`src/rtl/arb_pkg.sv`:
```
// Shared constants and types for the eight-way round-robin arbiter.
// Also provides the decode used by the downstream 3-to-8 select stage.
package arb_pkg;

  localparam int NREQ  = 8;
  localparam int IDX_W = 3;

  typedef enum logic [0:0] {
    IDLE  = 1'b0,
    GRANT = 1'b1
  } arb_state_t;

  // One-hot select as seen by the 3-to-8 decoder fed by gnt_idx/gnt_valid.
  function automatic logic [NREQ-1:0] grant_onehot(input logic [IDX_W-1:0] idx,
                                                   input logic             en);
    logic [NREQ-1:0] sel;
    sel = {NREQ{1'b0}};
    if (en) begin
      sel[idx] = 1'b1;
    end else begin
      sel = {NREQ{1'b0}};
    end
    return sel;
  endfunction

endpackage

```
`src/rtl/rr_pick8.sv`:
```
// Combinational rotate-priority picker: first set request at or after ptr.
// The picker is rotate right by ptr, lowest-bit priority encode, then add ptr back.
module rr_pick8
  import arb_pkg::*;
(
  input  logic [NREQ-1:0]  req,
  input  logic [IDX_W-1:0] ptr,
  output logic [IDX_W-1:0] win_idx,
  output logic             any
);

  logic [2*NREQ-1:0] dbl_s;
  logic [NREQ-1:0]   rot_s;
  logic [IDX_W-1:0]  enc_s;
  logic              hit_s;

  // Rotate so that requester ptr lands on bit 0, then take the lowest set bit.
  always_comb begin
    dbl_s = {req, req} >> ptr;
    rot_s = dbl_s[NREQ-1:0];
    enc_s = {IDX_W{1'b0}};
    hit_s = 1'b0;
    for (int j = 0; j < NREQ; j++) begin
      if (rot_s[j] && !hit_s) begin
        enc_s = IDX_W'(j);
        hit_s = 1'b1;
      end else begin
        hit_s = hit_s;
      end
    end
    win_idx = enc_s + ptr;
    any     = |req;
  end

endmodule

```
`src/rtl/rr_arbiter8.sv`:
```
// Eight-requester round-robin arbiter with a bounded grant hold.
// Drives a registered grant index and valid strobe into the 3-to-8 select decoder.
module rr_arbiter8
  import arb_pkg::*;
#(
  parameter int MAX_HOLD = 16
) (
  input  logic             clk,
  input  logic             rst_n,
  input  logic             arb_en,
  input  logic [NREQ-1:0]  req,
  output logic [IDX_W-1:0] gnt_idx,
  output logic             gnt_valid
);

  localparam int                 HOLD_W   = $clog2(MAX_HOLD + 1);
  localparam logic [HOLD_W-1:0]  HOLD_MAX = HOLD_W'(MAX_HOLD);
  localparam logic [HOLD_W-1:0]  HOLD_ONE = HOLD_W'(1);

  arb_state_t        state_q, state_d;
  logic [IDX_W-1:0]  ptr_q, ptr_d;
  logic [HOLD_W-1:0] hold_q, hold_d;
  logic [IDX_W-1:0]  gnt_idx_q, gnt_idx_d;
  logic              gnt_valid_q, gnt_valid_d;

  logic [IDX_W-1:0]  win_idx_s;
  logic              any_s;
  logic              release_s;

  rr_pick8 u_pick (
    .req     (req),
    .ptr     (ptr_q),
    .win_idx (win_idx_s),
    .any     (any_s)
  );

  // The owner lets go when its request falls or it has used its full hold budget.
  assign release_s = !req[gnt_idx_q] || (hold_q == HOLD_MAX);

  // Next-state logic; gnt_idx only moves on a fresh grant so it is stable while valid.
  always_comb begin
    state_d     = state_q;
    ptr_d       = ptr_q;
    hold_d      = hold_q;
    gnt_idx_d   = gnt_idx_q;
    gnt_valid_d = gnt_valid_q;
    case (state_q)
      IDLE: begin
        if (arb_en && any_s) begin
          gnt_idx_d   = win_idx_s;
          gnt_valid_d = 1'b1;
          hold_d      = HOLD_ONE;
          state_d     = GRANT;
        end else begin
          gnt_valid_d = 1'b0;
        end
      end
      GRANT: begin
        if (release_s) begin
          gnt_valid_d = 1'b0;
          ptr_d       = gnt_idx_q + 3'd1;
          hold_d      = {HOLD_W{1'b0}};
          state_d     = IDLE;
        end else begin
          hold_d = hold_q + HOLD_ONE;
        end
      end
      default: begin
        gnt_valid_d = 1'b0;
        hold_d      = {HOLD_W{1'b0}};
        state_d     = IDLE;
      end
    endcase
  end

  // State and output registers; reset clears the grant without waiting for clk.
  always_ff @(posedge clk or negedge rst_n) begin
    if (!rst_n) begin
      state_q     <= IDLE;
      ptr_q       <= {IDX_W{1'b0}};
      hold_q      <= {HOLD_W{1'b0}};
      gnt_idx_q   <= {IDX_W{1'b0}};
      gnt_valid_q <= 1'b0;
    end else begin
      state_q     <= state_d;
      ptr_q       <= ptr_d;
      hold_q      <= hold_d;
      gnt_idx_q   <= gnt_idx_d;
      gnt_valid_q <= gnt_valid_d;
    end
  end

  assign gnt_idx   = gnt_idx_q;
  assign gnt_valid = gnt_valid_q;

endmodule

```
`config.mk`:
```
export PLATFORM = sky130hd
export DESIGN_NAME = rr_arbiter8
export DESIGN_NICKNAME = d
export VERILOG_FILES = /design/src/rtl/arb_pkg.sv /design/src/rtl/rr_pick8.sv /design/src/rtl/rr_arbiter8.sv
export SDC_FILE = /design/constraint.sdc
export NUM_CORES = 1
export LEC_CHECK = 0
export BUFFER_PORTS_ARGS = -buffer_cell sky130_fd_sc_hd__buf_2
export CORE_MARGIN = 5
export CORE_UTILIZATION = 52
export DETAILED_ROUTE_END_ITERATION = 6
export PLACE_DENSITY_LB_ADDON = 0.15
export REMOVE_ABC_BUFFERS = 1
export SYNTH_ARGS = -nofsm -noshare
export SYNTH_HDL_FRONTEND = slang
export SYNTH_SLANG_ARGS = --single-unit
```
`constraint.sdc`:
```
create_clock -name clk -period 2.5 [get_ports clk]
set_input_delay 0.375 -clock clk [delete_from_list [all_inputs] [get_ports clk]]
set_output_delay 0.375 -clock clk [all_outputs]
set_load 0.02 [all_outputs]
```
==> Yosys cells after proc, flatten, opt, wreduce, memory -nomap -nowiden <==
Cells that the tools add are included.
{ "totals": {"register_bits": 13, "latchBits": 0, "ramBits": 0, "romBits": 0, "in_bits": 11, "elab_cells": 58, "n_memories": 0} }
{ "classes": {"add_sub_neg": 3, "mul": 0, "div": 0, "order_cmp": 1, "n_eq_ne": 3, "shift": 1, "mux": 24, "bitwise": 1, "n_reduce_logical": 20} }
{ "ops": {"columns": ["cell", "n"], "rows": [
  ["$shr 16x3->8", 1],
  ["$mux 1", 12],
  ["$mux 3", 4],
  ["$mux 5", 2],
  ["$pmux 5 s2", 1],
  ["$logic_and 1x1->1", 8],
  ["$logic_not 1->1", 8],
  ["$reduce_or 8->1", 1],
  ["$add 5x1->5 const B", 1],
  ["$eq 5x5->1 const B", 1],
  ["$lt 3x4->1 const B", 1],
  ["$mux 2", 2],
  ["$pmux 1 s2", 2],
  ["$reduce_and 2->1", 2],
  ["$add 3x1->3 const B", 1],
  ["$add 3x3->3", 1],
  ["$bmux 1 s3", 1],
  ["$ne 2x1->1 const B", 1],
  ["$ne 2x2->1 const B", 1],
  ["$logic_or 1x1->1", 1],
  ["$not 1->1", 1]
]} }

==> Depth between registers and ports, before layout <==
{ "depth": {"ltp_word": 24, "mapped_depth": 13, "mapped_depth_nobuf": 11} }

==> Hierarchy <==
Synthesis repeated with hierarchy kept, for this count alone.
{ "unflattened": {"hier_cells": 143, "hier_area_um2": 1382.6} }
{ "by_module_without_submodules": {"columns": ["module", "n_inst", "cells_each", "area_per_inst_um2", "seq_area_each_um2"], "rows": [
  ["rr_arbiter8", 1, 67, 724.4, 325.3],
  ["rr_pick8", 1, 76, 658.1, 0.0]
]} }

==> Worst setup path after synthesis <==
OpenSTA, ideal clock, no wires.
{ "synth_path": {"path_kind": "reg-to-reg", "startpoint": "register ptr_q[0]", "endpoint": "register gnt_idx_q[2], in the netlist gnt_idx[2]", "t_arrival_ns": 2.710, "required_time_ns": 2.418, "path_slack_ns": -0.292, "stages_incl_launch_ff": 14, "synth_period_minus_slack_ns": 2.792, "cell_sequence": "dfrtp_1 buf_6 clkbuf_1 nand2_1 o221ai_1 o21ai_0 a31o_2 a21oi_1 ha_1 inv_1 fa_1 xor2_1 or4_1 a31oi_1"} }
{ "synth_via": {"elab_chain_len": 24, "elab_cells_between_ends": 30, "classes_between": "add/sub: 1; shift: 1; mux: 14; reduce/logical: 14"} }
{ "synth_lines": {"columns": ["item", "line", "text"], "rows": [
  ["start: declaration", "rr_arbiter8.sv:21", "logic [IDX_W-1:0] ptr_q, ptr_d;"],
  ["start signal: assignment", "rr_arbiter8.sv:80", "ptr_q <= {IDX_W{1'b0}};"],
  ["start signal: assignment", "rr_arbiter8.sv:86", "ptr_q <= ptr_d;"],
  ["$shr 16x3->8", "rr_pick8.sv:19", "dbl_s = {req, req} >> ptr;"],
  ["$mux 1", "rr_pick8.sv:24", "if (rot_s[j] && !hit_s) begin"],
  ["$logic_not 1->1", "rr_pick8.sv:24", null],
  ["$logic_and 1x1->1", "rr_pick8.sv:24", null],
  ["$mux 1", "rr_pick8.sv:24", null],
  ["$logic_not 1->1", "rr_pick8.sv:24", null],
  ["$logic_and 1x1->1", "rr_pick8.sv:24", null],
  ["$mux 1", "rr_pick8.sv:24", null],
  ["(+8 left out)", null, null],
  ["$mux 1", "rr_pick8.sv:24", null],
  ["$logic_not 1->1", "rr_pick8.sv:24", null],
  ["$logic_and 1x1->1", "rr_pick8.sv:24", null],
  ["$mux 1", "rr_pick8.sv:24", null],
  ["$logic_not 1->1", "rr_pick8.sv:24", null],
  ["$logic_and 1x1->1", "rr_pick8.sv:24", null],
  ["$mux 3", "rr_pick8.sv:24", null],
  ["$add 3x3->3 *", "rr_pick8.sv:31", "win_idx = enc_s + ptr;"],
  ["end signal: assignment", "rr_arbiter8.sv:82", "gnt_idx_q <= {IDX_W{1'b0}};"],
  ["end signal: assignment", "rr_arbiter8.sv:88", "gnt_idx_q <= gnt_idx_d;"],
  ["end: declaration", "rr_arbiter8.sv:23", "logic [IDX_W-1:0] gnt_idx_q, gnt_idx_d;"]
]} }
Every way passes the cells marked *; elsewhere a longest branch is shown, timed or not.
A chain may end at the register's enable or synchronous reset.

==> Worst setup path after layout <==
Ends and elaborated chain as after synthesis.

==> metrics.cfg <==
[outcome]
status=complete, but fails checks
violations=setup timing

[floorplanning]
die_y_um=59.01
die-area_um2=3482
coreArea_um2=2255
rows=17
start_util_pct=55.38
io_pins=15
fp.dieW_um=59.01

[yosys]
synth_enable_flop_cells=0
ys_types=48
yosysWarningCount=0
synth-seq-cells=13
synthArstFlopShare_pct=100.0
yosysTopAreaCell=dfrtp_1
ys_seq_area_share_pct=26.05
synthesis.instances=134
synth_area_um2=1249
yosysTopAreaCellShare_pct=26.05
synth_ff_type=dfrtp_1
synth.avg_cell_area_um2=9.319
netlist_top_cells_area=dfrtp_1 26%, mux4_1 6.3%, mux2_2 4.5%

[worst_setup_path]
cp_top_family=simple AND/OR/NAND/NOR gates
critPathSlowestCell=dfrtp_2
crit_chain=buf_6, a211o_1, or3_4, nor2_4, nor4_2, a21oi_1, ha_2, inv_2, fa_2, xor2_1, or4_1, a31oi_1
critical_path_class=flip-flop to flip-flop
required_ns=2.70
path_buf_inv=2
crit_cells=12
cp-start-kind=flip-flop
critPathCaptureType=flip-flop
rr_worst_depth=12
slowest_delay_ns=0.45
crit_arrival_ns=3.02
path_max_fanout=8

[cts]
clock-root-buffer=clkbuf_4
cts_max_level=1
clock_sinks=13
worstSkewPairLatency_ns=0.27
cts_tree=built
cts_buffers=3
cts.clk_slew.worst_paths_ns=0.08
clockBufferDepth=2

[grt]
antenna_found_initial=0
grt_pass1_wl_mm=5.692
grt_usage_pct=21.05
grt_max_degree=15
overflow=0
grt_pass1_vias=1281

[detailed_routing]
drt-total-wl_mm=3.502
via_per_inst=6.195
first_pass_iters=4
drcViolationCount=0
num_vias=1270
avgRoutedWirePerCell_um=17.08
antenna_left=0
dr.first_iter.drc_count=44

[placement]
dp_hpwl_mm=2.593
gp_congestion=0.8737
numPortBuffers=14

[cells_and_area]
antenna_cells=0
post-route-util_pct=73.14
nets=194
mostFrequentLayoutCells=31 x buf_4, 14 x buf_2, 12 x dfrtp_1
final_common_cell=buf_4
fillers=174
syn2layout_area_growth_pct=32.06
layout-drive-gt1-share_pct=40.11

[timing]
finalSetupViolCount=1
fmax_mhz=354.2
min_period_ns=2.823
relSlewSlack_pct=63.62
worst_slack_ns=-0.3234
worstMarginPinSlew_ns=0.5320
rsz0062_at_grt=true
slew_violations=0
period_share_pct=112.9
worst_clock_skew_ns=0.004514
hold_viol=0

[power]
p_comb_share_pct=68.1
power.total_mw=1.812
powerDensity_nw_per_um2=1099
power_leakage_nw=0.7239
pwr-share-clk_pct=7.1
irDropWorstVdd_mv=0.7355
p_int_uw=989.4
switchingPower_uw=822.7
switching_share_pct=45.40
seq_power_share_pct=24.8

[run]
max_cap_violations=0

[hold_path]
hp-class=input port to asynchronous set/reset pin

==> layer usage <==
metal	up-vias	GRT usage [%]	wire length [um]
met5	-	0	0
met4	0	9.061	78
met3	10	1.089	100
met2	26	40.06	1903
met1	627	23.95	1420
li1	607	-	-
==> power by group through the flow <==
| stage | Sequential [mW] | Clock [mW] | Combinational, mW |
|---|---|---|---|
| final | 0.449 | 0.129 | 1.23 |
| after global routing | 0.467 | 0.141 | 1.34 |
| after CTS | 0.443 | 0.130 | 1.14 |
| after detailed placement | 0.440 | 0 | 1.07 |
| after global placement | 0.435 | 0 | 1.02 |
| after floorplan | 0.494 | 0 | 0.612 |
==> sequential cells by signal, indices dropped and copies added, names as in the netlist <==
| name | count |
|---|---|
| hold_q | 5 |
| gnt_idx | 3 |
| ptr_q | 3 |
| gnt_valid | 1 |
| state_q | 1 |
==> cell type report <==
cell class	count	area, um^2	share of cell area, %
Timing Repair Buffer	48	335.3	20.33
Inverter	8	30.03	1.821
Clock buffer	4	26.28	1.593
Tap cell	28	35.03	2.124
Sequential cell	13	326.6	19.80
Multi-Input combinational cell	104	895.9	54.32
==> worst paths after layout <==
kind | from | to | slack [ns]
min reg2reg | hold_q[4]$_DFFE_PN0P_ | hold_q[4]$_DFFE_PN0P_ | 0.52
min | rst_n | state_q$_DFF_PN0_ | 0.51
max in group asynchronous | rst_n | ptr_q[0]$_DFFE_PN0P_ | 1.74
max reg2reg | ptr_q[0]$_DFFE_PN0P_ | gnt_idx[2]$_DFFE_PN0P_ | -0.32
max | ptr_q[0]$_DFFE_PN0P_ | gnt_idx[2]$_DFFE_PN0P_ | -0.32
min in group clk | hold_q[4]$_DFFE_PN0P_ | hold_q[4]$_DFFE_PN0P_ | 0.52
==> stage by stage <==
step	cells	hold WS (ns)	worst slack [ns]	cell area (um^2)	setup TNS, ns
floorplan	125	0.07941	-0.4597	1192	-0.5113
global route	205	0.5460	-0.4684	1649	-0.5148
detailed placement	197	0.2800	-0.3795	1523	-0.4013
CTS	204	0.5083	-0.2847	1614	-0.2849
finish	205	0.5125	-0.3234	1649	-0.3234
global placement	197	0.2740	-0.3249	1523	-0.3249
==> kinds of logic (layout without fill, tap and decap cells) <==
group / Yosys count / in the layout / share of synthesized area, %
multiplexers: 11 / 11 / 14.23
buffers and inverters: 17 / 60 / 6.914
AND/OR/NAND/NOR: 45 / 45 / 20.34
adder cells (fa/ha/maj): 5 / 5 / 5.611
XOR/XNOR: 2 / 2 / 1.403
AO/OA/AOI/OAI: 41 / 41 / 25.45
flip-flops: 13 / 13 / 26.05
==> what timing repair did <==
item                       4_1_cts  5_1_grt
hold endpoints to repair        13        0
setup endpoints to repair        2        2
buffers inserted                 2        1
pin swaps                        3        1
hold buffers                     1        0
cloned                           0        0
resized for setup               12        7
==> Yosys cell counts, types with 2 or more instances <==
| cell | n |
|---|---|
| dfrtp_1 | 13 |
| inv_1 | 8 |
| nand2_1 | 8 |
| a21oi_1 | 7 |
| nor2_1 | 7 |
| a211o_1 | 6 |
| nand3_1 | 6 |
| clkbuf_1 | 5 |
| mux2_2 | 5 |
| o21ai_0 | 5 |
| a31oi_1 | 4 |
| ha_1 | 4 |
| buf_6 | 3 |
| mux4_1 | 3 |
| nor4_1 | 3 |
| o311ai_0 | 3 |
| or4_1 | 3 |
| a41oi_1 | 2 |
| and2_1 | 2 |
| and2b_1 | 2 |
| and3b_1 | 2 |
| mux2i_1 | 2 |
| nand2b_1 | 2 |
| nor2b_1 | 2 |
| o21ai_1 | 2 |
| o31ai_1 | 2 |
| xor2_1 | 2 |
Note: power is estimated with default switching activity, not from simulation.
